[config.mk]
export PLATFORM = sky130hd
export DESIGN_NAME = alu_mul_seq_flat
export DESIGN_NICKNAME = d
export VERILOG_FILES = /design/src/rtl/alu_mul_seq_if.sv /design/src/rtl/alu_mul_seq.sv /design/src/flat_wrapper.sv
export SDC_FILE = /design/constraint.sdc
export NUM_CORES = 1
export LEC_CHECK = 0
export BUFFER_PORTS_ARGS = -buffer_cell sky130_fd_sc_hd__buf_2
export CAP_MARGIN = 30
export CORE_MARGIN = 2
export CORE_UTILIZATION = 46
export DETAILED_ROUTE_END_ITERATION = 6
export GPL_TIMING_DRIVEN = 1
export HOLD_SLACK_MARGIN = 0.15
export MAX_ROUTING_LAYER = met4
export PLACE_DENSITY = 0.91
export SKIP_CTS_REPAIR_TIMING = 1
export SLEW_MARGIN = 40
export SYNTH_ARGS = -nofsm -noshare
export SYNTH_HDL_FRONTEND = slang
export SYNTH_SLANG_ARGS = --single-unit
[constraint.sdc]
create_clock -name clk -period 3.7 [get_ports clk]
set_clock_uncertainty 0.05 [all_clocks]
set_input_delay 0.37 -clock clk [delete_from_list [all_inputs] [get_ports clk]]
set_output_delay 0.37 -clock clk [all_outputs]
set_load 0.01 [all_outputs]
[src/rtl/alu_mul_seq_if.sv]
// Bundle for the multiply sequencer: the request/result handshake and the ALU drive/return lines.
// With MULT_SIGNED_EN defined it also carries signed_op.
interface alu_mul_seq_if;
  logic        start;
  logic [31:0] op_a;
  logic [31:0] op_b;
`ifdef MULT_SIGNED_EN
  logic        signed_op;
`endif
  logic        busy;
  logic        done;
  logic [31:0] hi;
  logic [31:0] lo;
  logic [31:0] alu_a;
  logic [31:0] alu_b;
  logic [2:0]  alu_gin;
  logic [31:0] alu_result;

`ifdef MULT_SIGNED_EN
  modport master (output start, op_a, op_b, signed_op, alu_result,
                  input  busy, done, hi, lo, alu_a, alu_b, alu_gin);
  modport slave  (input  start, op_a, op_b, signed_op, alu_result,
                  output busy, done, hi, lo, alu_a, alu_b, alu_gin);
`else
  modport master (output start, op_a, op_b, alu_result,
                  input  busy, done, hi, lo, alu_a, alu_b, alu_gin);
  modport slave  (input  start, op_a, op_b, alu_result,
                  output busy, done, hi, lo, alu_a, alu_b, alu_gin);
`endif
endinterface

[src/rtl/alu_mul_seq.sv]
// Shift-add 32x32->64 multiply sequencer that borrows the external alu32 for every add.
// Optional MULT_SIGNED_EN: two's-complement operands handled by negating before and after MUL.
module alu_mul_seq #(
  parameter int WIDTH = 32,
  parameter int ITER  = 32
) (
  input  logic         clk,
  input  logic         reset,
  alu_mul_seq_if.slave bus
);
  localparam int CW = $clog2(ITER) + 1;
  localparam logic [2:0] GIN_ADD = 3'b010;
  localparam logic [2:0] GIN_SUB = 3'b110;
  localparam logic [2:0] GIN_NOR = 3'b011;

`ifdef MULT_SIGNED_EN
  typedef enum logic [2:0] {IDLE, MUL, FIN, NEGA, NEGB, NEGL, NEGH} state_t;
`else
  typedef enum logic [1:0] {IDLE, MUL, FIN} state_t;
`endif

  state_t           state_r;
  logic [WIDTH-1:0] hi_r;
  logic [WIDTH-1:0] lo_r;
  logic [WIDTH-1:0] mcand_r;
  logic [CW-1:0]    cnt_r;
  logic             busy_r;
  logic             done_r;
  logic [WIDTH-1:0] alu_a_s;
  logic [WIDTH-1:0] alu_b_s;
  logic [2:0]       alu_gin_s;
  logic             carry_s;
`ifdef MULT_SIGNED_EN
  logic             sop_r;
  logic             neg_r;
  logic             lz_r;
`endif

  // ALU operand/control drive decoded from the current state
  always_comb begin
    alu_a_s   = 32'd0;
    alu_b_s   = 32'd0;
    alu_gin_s = GIN_ADD;
    case (state_r)
      IDLE: alu_gin_s = GIN_ADD;
      MUL:  begin
        alu_a_s = hi_r;
        if (lo_r[0]) alu_b_s = mcand_r;
        else         alu_b_s = 32'd0;
      end
      FIN:  alu_gin_s = GIN_ADD;
`ifdef MULT_SIGNED_EN
      NEGA: begin alu_b_s = mcand_r; alu_gin_s = GIN_SUB; end
      NEGB: begin alu_b_s = lo_r;    alu_gin_s = GIN_SUB; end
      NEGL: begin alu_b_s = lo_r;    alu_gin_s = GIN_SUB; end
      // Upper word of a 64-bit negate: borrow only propagates when the low word was zero
      NEGH: begin
        if (lz_r) begin
          alu_b_s   = hi_r;
          alu_gin_s = GIN_SUB;
        end else begin
          alu_a_s   = hi_r;
          alu_b_s   = hi_r;
          alu_gin_s = GIN_NOR;
        end
      end
`endif
      default: alu_gin_s = GIN_ADD;
    endcase
  end

  // Carry out of the 32-bit add, recovered from the operand and result sign bits
  always_comb begin
    carry_s = (alu_a_s[WIDTH-1] & alu_b_s[WIDTH-1]) |
              ((alu_a_s[WIDTH-1] | alu_b_s[WIDTH-1]) & ~bus.alu_result[WIDTH-1]);
  end

  // Sequencer state, product registers and registered status outputs
  always_ff @(posedge clk or posedge reset) begin
    if (reset) begin
      state_r <= IDLE;
      hi_r    <= 32'd0;
      lo_r    <= 32'd0;
      mcand_r <= 32'd0;
      cnt_r   <= '0;
      busy_r  <= 1'b0;
      done_r  <= 1'b0;
`ifdef MULT_SIGNED_EN
      sop_r   <= 1'b0;
      neg_r   <= 1'b0;
      lz_r    <= 1'b0;
`endif
    end else begin
      done_r <= 1'b0;
      case (state_r)
        IDLE: begin
          if (bus.start) begin
            mcand_r <= bus.op_a;
            lo_r    <= bus.op_b;
            hi_r    <= 32'd0;
            cnt_r   <= '0;
            busy_r  <= 1'b1;
`ifdef MULT_SIGNED_EN
            sop_r   <= bus.signed_op;
            neg_r   <= bus.signed_op & (bus.op_a[WIDTH-1] ^ bus.op_b[WIDTH-1]);
            state_r <= NEGA;
`else
            state_r <= MUL;
`endif
          end else begin
            state_r <= IDLE;
          end
        end
        MUL: begin
          hi_r  <= {carry_s, bus.alu_result[WIDTH-1:1]};
          lo_r  <= {bus.alu_result[0], lo_r[WIDTH-1:1]};
          cnt_r <= cnt_r + 1'b1;
          if (cnt_r == CW'(ITER - 1)) begin
`ifdef MULT_SIGNED_EN
            state_r <= NEGL;
`else
            state_r <= FIN;
            busy_r  <= 1'b0;
            done_r  <= 1'b1;
`endif
          end else begin
            state_r <= MUL;
          end
        end
        FIN: begin
          state_r <= IDLE;
          busy_r  <= 1'b0;
        end
`ifdef MULT_SIGNED_EN
        NEGA: begin
          if (sop_r & mcand_r[WIDTH-1]) mcand_r <= bus.alu_result;
          state_r <= NEGB;
        end
        NEGB: begin
          if (sop_r & lo_r[WIDTH-1]) lo_r <= bus.alu_result;
          state_r <= MUL;
        end
        NEGL: begin
          lz_r <= (lo_r == 32'd0);
          if (neg_r) lo_r <= bus.alu_result;
          state_r <= NEGH;
        end
        NEGH: begin
          if (neg_r) hi_r <= bus.alu_result;
          state_r <= FIN;
          busy_r  <= 1'b0;
          done_r  <= 1'b1;
        end
`endif
        default: begin
          state_r <= IDLE;
          busy_r  <= 1'b0;
        end
      endcase
    end
  end

  assign bus.alu_a   = alu_a_s;
  assign bus.alu_b   = alu_b_s;
  assign bus.alu_gin = alu_gin_s;
  assign bus.busy    = busy_r;
  assign bus.done    = done_r;
  assign bus.hi      = hi_r;
  assign bus.lo      = lo_r;
endmodule
[src/flat_wrapper.sv]
// flat-port wrapper written by rule: the top's interface ports become plain ports
module alu_mul_seq_flat 
#(
  parameter int WIDTH = 32,
  parameter int ITER  = 32
)
  (clk, reset, bus_start, bus_op_a, bus_op_b, bus_alu_result, bus_busy, bus_done, bus_hi, bus_lo, bus_alu_a, bus_alu_b, bus_alu_gin);
  alu_mul_seq_if bus_i ();
  input  logic clk;
  input  logic reset;
  input wire logic [$bits(bus_i.start)-1:0] bus_start;
  input wire logic [$bits(bus_i.op_a)-1:0] bus_op_a;
  input wire logic [$bits(bus_i.op_b)-1:0] bus_op_b;
  input wire logic [$bits(bus_i.alu_result)-1:0] bus_alu_result;
  output wire logic [$bits(bus_i.busy)-1:0] bus_busy;
  output wire logic [$bits(bus_i.done)-1:0] bus_done;
  output wire logic [$bits(bus_i.hi)-1:0] bus_hi;
  output wire logic [$bits(bus_i.lo)-1:0] bus_lo;
  output wire logic [$bits(bus_i.alu_a)-1:0] bus_alu_a;
  output wire logic [$bits(bus_i.alu_b)-1:0] bus_alu_b;
  output wire logic [$bits(bus_i.alu_gin)-1:0] bus_alu_gin;
  assign bus_i.start = bus_start;
  assign bus_i.op_a = bus_op_a;
  assign bus_i.op_b = bus_op_b;
  assign bus_i.alu_result = bus_alu_result;
  assign bus_busy = bus_i.busy;
  assign bus_done = bus_i.done;
  assign bus_hi = bus_i.hi;
  assign bus_lo = bus_i.lo;
  assign bus_alu_a = bus_i.alu_a;
  assign bus_alu_b = bus_i.alu_b;
  assign bus_alu_gin = bus_i.alu_gin;
  alu_mul_seq #(.WIDTH(WIDTH), .ITER(ITER)) u_core (.clk(clk), .reset(reset), .bus(bus_i));
endmodule
# [After elaboration in Yosys (flattened, before gate mapping)]
# Index checks and enable logic that the tools add are counted.
[totals] register_bits=106 inputBits=99 word_cells=39
[classes] addsub=1 n_eq_ne=4 muxes=17 n_bitwise=5 reduce_logical=5
[ops] cell="32-bit 2-to-1 mux" count=5
[ops] cell="32-bit case mux with 2 select lines" count=2
[ops] cell="6-bit case mux with 2 select lines" count=1
[ops] cell="6-bit by 1-bit adder with 6-bit output, second input constant" count=1
[ops] cell="6-bit by 5-bit == test with 1-bit output, second input constant" count=1
[ops] cell="6-bit 2-to-1 mux" count=1
[ops] cell="2-bit AND reduction" count=3
[ops] cell="1-bit 2-to-1 mux" count=5
[ops] cell="2-bit case mux with 2 select lines" count=1
[ops] cell="1-bit bitwise AND" count=2
[ops] cell="2-bit by 1-bit == test with 1-bit output, second input constant" count=1
[ops] cell="2-bit zero test" count=1
[ops] cell="2-bit 2-to-1 mux" count=1
[ops] cell="2-bit by 1-bit != test with 1-bit output, second input constant" count=1
[ops] cell="2-bit != test, second input constant" count=1
[ops] cell="1-bit OR" count=2
[ops] cell="1-bit case mux with 2 select lines" count=1
[ops] cell="2-bit nonzero test" count=1
[ops] cell="1-bit inverter" count=1

# [Depth between registers and ports, before layout]
# Gate-level depths: netlist of the first run.
[logic_depth] word_depth=6 depth_mapped=6 ltp_nobuf=4

# [Least setup slack after synthesis of the first run]
# Ideal clock, no wire load.
[synth_timing] path_type="register -> output" start="register, netlist name u_core.bus.done" end="output port bus_alu_a[24]" arrival_ns=1.268 required_ns=3.280 path_slack_ns=2.012 stages_incl_launch_ff=7 cell_sequence="dfrtp_1 -> buf_6 -> nor2b_1 -> buf_2 -> buf_4 -> buf_2 -> and2_1"
[synth_lines] element="end: declaration" line_no="flat_wrapper.sv:19" rtl="output wire logic [$bits(bus_i.alu_a)-1:0] bus_alu_a;"

# [Final worst setup path of the first run]
[layout_timing] start="register u_core.state_r[0]" end="output port bus_alu_a[30]"
[layout_via] elab_chain_cells=2
[layout_rtl] element="start: declaration" line_no="alu_mul_seq.sv:22" rtl="state_t state_r;"
[layout_rtl] element="start signal: assignment" line_no="alu_mul_seq.sv:81" rtl="state_r <= IDLE;"
[layout_rtl] element="start signal: assignment" line_no="alu_mul_seq.sv:108" rtl="state_r <= MUL;"
[layout_rtl] element="start signal: assignment" line_no="alu_mul_seq.sv:111" rtl="state_r <= IDLE;"
[layout_rtl] element="2-bit by 1-bit == test with 1-bit output" line_no="alu_mul_seq.sv:44" rtl="case (state_r)"
[layout_rtl] element="32-bit 2-to-1 mux" line_no="alu_mul_seq.sv:44"
# Every way passes these cells.

==> results.toml, run 1 <==
[placed_design]
hpwl_mm = 8.257
gp_congestion = 0.8034
dp_cells = 736
place.port_buffers = 228

[hold_path]
min_from = "bus_alu_result[4]"
hold_class = "input port to flop"

[drt]
drt_wl_total_mm = 11.79
ant_nets = 0
viasPerCell = 5.279
routedWlPerCell_um = 15.66
drc_errors = 0
drt_iter0_markers = 337
route.vias.total = 3975
drt_pre_antenna_iters = 4

[global_route]
met3_usage = 0.04574
met1_usage = 0.2828
grt_max_degree = 79
grt_pass1_wl_mm = 19.32
grt-ovfl-total = 0
antenna_found_initial = 0
grt_usage = 0.2229
busiest_layer = "met2"
grt_util_met2 = 0.3641
grt_pass1_vias = 3964

[synth]
synthCells = 408
yosysWarnings = 0
synth_edf_count = 0
synth_seq_cells = 105
async_reset_ff_frac = 1.000
yosysMostFrequentCell = "dfrtp_1"
synth_top_area_cell = "dfrtp_1"
ys_seq_area_frac = 0.5653
synthTopCellsByCount = "dfrtp_1, o21ai_0, nand2_1"
yosys.area.top_type_share = 0.5653
ys_dominant_reg_cell = "dfrtp_1"
synthTopCellsByArea = "dfrtp_1, mux2_2, a22o_1"
ys_types = 29
syn_area_um2 = 4648
synth.avg_cell_area_um2 = 11.39

[power_and_ir_drop]
power_density_nw_per_um2 = 790.0
p_leak_uw = 0.003163
power_frac_clock = 0.149
p_int_uw = 2953
seqPwrFrac = 0.423
p_sw_uw = 1807
combPwrFrac = 0.428
switching_share = 0.3796
worst_ir_drop_vdd_mv = 0.3437

[timing]
rsz0062_at_grt = "false"
worstMarginPinSlew_ns = 0.7161
slew_headroom = 0.5213
layout_min_cycle_time_ns = 2.957
fmax_ghz = 0.3382
min_period_over_period = 0.7992
holdWs_ns = 0.1801
setup_viol_count_final = 0
hold_viol = 0
fin_setup_tns_ns = 0
slew_violations = 0

[die]
io_pins = 232
start_util = 0.4756
die_x_um = 104.5
fp.dieH_um = 104.5
rows = 36
dieArea_um2 = 10920
core_um2 = 9774

[run]
cap_violations = 0

[critical_path]
crit_fanout = 63
required_ns = 3.28
path_class = "flop to output pin"
reg2reg_from = "u_core.state_r[0]"
crit_chain = "nor2b_4 -> buf_12 -> and2_1 -> buf_2"
slowest_delay_ns = 0.81
endpoint_kind = "output pin"
cp_slowest_cell = "dfrtp_1"
critPathLaunch = "u_core.state_r[0]"
worst_ep_arrival_time_ns = 2.54
worst_setup_path_start_kind = "flop"

[clock_tree]
clkTransAtPathRegs_ns = 0.09
root_buffer = "clkbuf_8"
cts-htree-levels = 3
clockBufferDepth = 2
clk_latency_ns = 0.36
cts_sinks = 105
cts_tree = "built"
cts_buffers = 9

[finish]
drive_above_1_share = 0.4629
antenna_cells = 0
syn_to_final_growth_pct = 29.64
fill_cells = 787
final_util = 0.6165
fin_cells = 753
nets = 715

[outcome]
status = "finished clean"
[cell families (layout without fill, tap and decap cells)]
kind of cell,after synthesis,count (layout),synth area share
mux,33,33,0.07968
flops,105,105,0.5653
other cells,2,3,0.001616
fa+ha+maj,2,2,0.004845
buf+inv,43,254,0.05060
compound gates,108,108,0.1637
simple gates,115,115,0.1343
[path summary, 6_finish.rpt]
path	to	slack, ns	depth (start not counted)
worst max-delay path	bus_alu_a[30]	0.74	4
worst min-delay path	u_core.bus.hi[3]	0.18	2
worst max register to register	u_core.bus.lo[10]	1.46	4
worst min register to register	u_core.mcand_r[24]	0.46	1
max in group asynchronous	u_core.mcand_r[26]	2.13	4
min in group asynchronous	u_core.mcand_r[16]	0.62	3
[area by class of cell]
| type | instances | area [um2] | share of cell area |
|---|---|---|---|
| Sequential cell | 105 | 2629 | 0.4363 |
| Multi-Input combinational cell | 261 | 1809 | 0.3002 |
| Timing Repair Buffer | 235 | 1209 | 0.2006 |
| Tap cell | 133 | 166.4 | 0.02762 |
| Clock buffer | 11 | 141.4 | 0.02346 |
| Clock inverter | 5 | 55.05 | 0.009136 |
| Inverter | 3 | 16.27 | 0.002699 |
[layer usage]
metal | share of wire | routed length [um]
met1 | 0.42 | 4937
met2 | 0.50 | 5845
met3 | 0.071 | 832
met4 | 0.015 | 176
met5 | 0 | 0
[power groups by stage]
stage,sequential [uW],combinational (uW),clock (uW)
5_1_grt,2080,2230,781
3_5_place_dp,2020,2060,0
4_1_cts,2000,2060,739
3_3_place_gp,1990,1970,0
6_report,2010,2040,710
2_1_floorplan,2030,1230,0
[flip-flops by register name (all words and copies together) (netlist names)]
name and cells:
u_core.bus.lo 32, u_core.cnt_r 6, u_core.bus.hi 32, u_core.state_r 1
u_core.bus.done 1, u_core.bus.busy 1, u_core.mcand_r 32
[metrics by stage]
stage	worst slack (ns)	area [um2]	power, uW
4_1_cts	0.7459	6015	4802
5_1_grt	0.5788	6026	5099
3_3_place_gp	1.311	5811	3959
2_1_floorplan	0.5195	4652	3254
6_report	0.7429	6026	4761
3_5_place_dp	1.155	5818	4076
[worst max-delay path: cells and delay by family (launching register included)]
| kind | cells | cell delay [ns] |
|---|---|---|
| and+or+nand+nor | 2 | 0.90 |
| DFF | 1 | 0.81 |
| buffers and inverters | 2 | 0.46 |
[cells in the final DEF (no fill, tap or decap), drive strengths merged, types with 3 or more instances in the layout]
master,netlist,layout
a21oi,4,4
a22o,32,32
a22oi,31,31
and2,32,32
and3,32,32
buf,22,234
clkbuf,18,11
conb,2,3
dfrtp,105,105
inv,3,3
mux2,32,32
nand2,36,36
nand3,3,3
o21ai,37,37
or3,3,3
(Power assumes the default switching activity.)
==> run 2, diff against run 1 <==
clock period = 3 ns   (was 3.7 ns; I/O delays follow)
==> results.toml, run 2 (synthesized netlist as in run 1, its figures left out) <==
[critical_path]
required_ns = 2.65
worst_setup_path_start_kind = "flop"
worst_ep_arrival_time_ns = 2.35
path_class = "flop to output pin"
slowest_delay_ns = 0.70
crit_fanout = 97
endpoint_kind = "output pin"
crit_chain = "buf_4 -> nor2b_4 -> buf_12 -> and3_1 -> buf_2"
cp_slowest_cell = "dfrtp_1"

[drt]
drt_pre_antenna_iters = 4
drc_errors = 0
route.vias.total = 4312
drt_iter0_markers = 240
routedWlPerCell_um = 16.16
drt_wl_total_mm = 13.25
ant_nets = 0
viasPerCell = 5.259

[placed_design]
gp_congestion = 0.7926
dp_cells = 740
hpwl_mm = 8.389
place.port_buffers = 228

[timing]
fin_setup_tns_ns = 0
worstMarginPinSlew_ns = 0.7271
layout_min_cycle_time_ns = 2.696
slew_violations = 0
slew_headroom = 0.5153
setup_viol_count_final = 0
fmax_ghz = 0.3709
min_period_over_period = 0.8988
rsz0062_at_grt = "false"
holdWs_ns = 0.1769
hold_viol = 0

[global_route]
grt-ovfl-total = 0
met3_usage = 0.03571
grt_util_met2 = 0.3599
busiest_layer = "met2"
grt_pass1_wl_mm = 18.95
grt_pass1_vias = 3982
antenna_found_initial = 0
grt_usage = 0.2174
met1_usage = 0.2631
grt_max_degree = 98

[clock_tree]
clockBufferDepth = 2
cts_sinks = 105
clkTransAtPathRegs_ns = 0.10
cts-htree-levels = 3
cts_buffers = 9
root_buffer = "clkbuf_8"
clk_latency_ns = 0.36
cts_tree = "built"

[die]
die_x_um = 104.5
dieArea_um2 = 10920
start_util = 0.4756
core_um2 = 9774
io_pins = 232
rows = 36
fp.dieH_um = 104.5

[finish]
layout_common_cells = "buf_2, dfrtp_1, dlygate4sd3_1, o21ai_0, nand2_1"
fin_cells = 820
nets = 782
drive_above_1_share = 0.4221
final_common_cell = "buf_2"
antenna_cells = 0
syn_to_final_growth_pct = 43.50

[power_and_ir_drop]
worst_ir_drop_vdd_mv = 0.4564
switching_share = 0.3853
p_leak_uw = 0.003433
p_int_uw = 3639
power_density_nw_per_um2 = 887.5
p_sw_uw = 2281
power_frac_clock = 0.137
seqPwrFrac = 0.421
combPwrFrac = 0.442

[run]
cap_violations = 0

[outcome]
status = "finished clean"

[hold_path]
hold_class = "input port to flop"
==> run 2: final timing paths <==
kind / slack, ns / to / start / cells after the start
worst max register to register: 0.87 / u_core.bus.lo[31] / u_core.state_r[0] / 5
worst max-delay path: 0.30 / bus_alu_b[9] / u_core.state_r[0] / 5
max in group asynchronous: 1.68 / u_core.bus.lo[0] / reset / 4
min in group asynchronous: 0.64 / u_core.bus.hi[2] / reset / 4
worst min-delay path: 0.18 / u_core.bus.lo[13] / bus_op_b[13] / 3
worst min register to register: 0.46 / u_core.mcand_r[29] / u_core.mcand_r[29] / 1
==> run 2: power by group through the flow <==
stage | sequential, uW | clock (uW) | combinational, uW
2_1_floorplan | 2500 | 0 | 1520
3_5_place_dp | 2500 | 0 | 2540
4_1_cts | 2480 | 841 | 2560
3_3_place_gp | 2470 | 0 | 2430
6_report | 2490 | 809 | 2620
5_1_grt | 2580 | 897 | 2850
==> run 2: metrics by stage <==
stage / total power, uW / instance area [um2] / util / worst slack (ns)
after floorplan: 4014 / 4656 / - / 1.382
after global placement: 4900 / 5834 / 0.5969 / 0.8131
after detailed placement: 5046 / 5849 / 0.5984 / 0.7283
after CTS: 5875 / 6028 / 0.6167 / 0.2964
after global routing: 6329 / 6670 / 0.6824 / 0.1220
final: 5920 / 6670 / 0.6824 / 0.3035
==> run 2: critical path, delay by kind of cell, from the launching register on <==
family	cells	cell delay, ns
simple gates	2	0.44
buf+inv	3	0.79
flops	1	0.70
==> run 2: layout make-up <==
| type | count | area (um2) |
|---|---|---|
| clock buffers | 12 | 145.1 |
| clock inverters | 4 | 33.78 |
| fillers | 758 | 3104 |
| inverters | 3 | 15.01 |
| multi-input cells | 261 | 1804 |
| flip-flops and latches | 105 | 2629 |
| well taps | 133 | 166.4 |
| repair buffers | 302 | 1877 |
==> run 2: metal layers <==
metal / share of wire / routed length, um
met2: 0.54 / 7181
met4: 0.018 / 241
met3: 0.049 / 649
met5: 0 / 0
met1: 0.39 / 5182
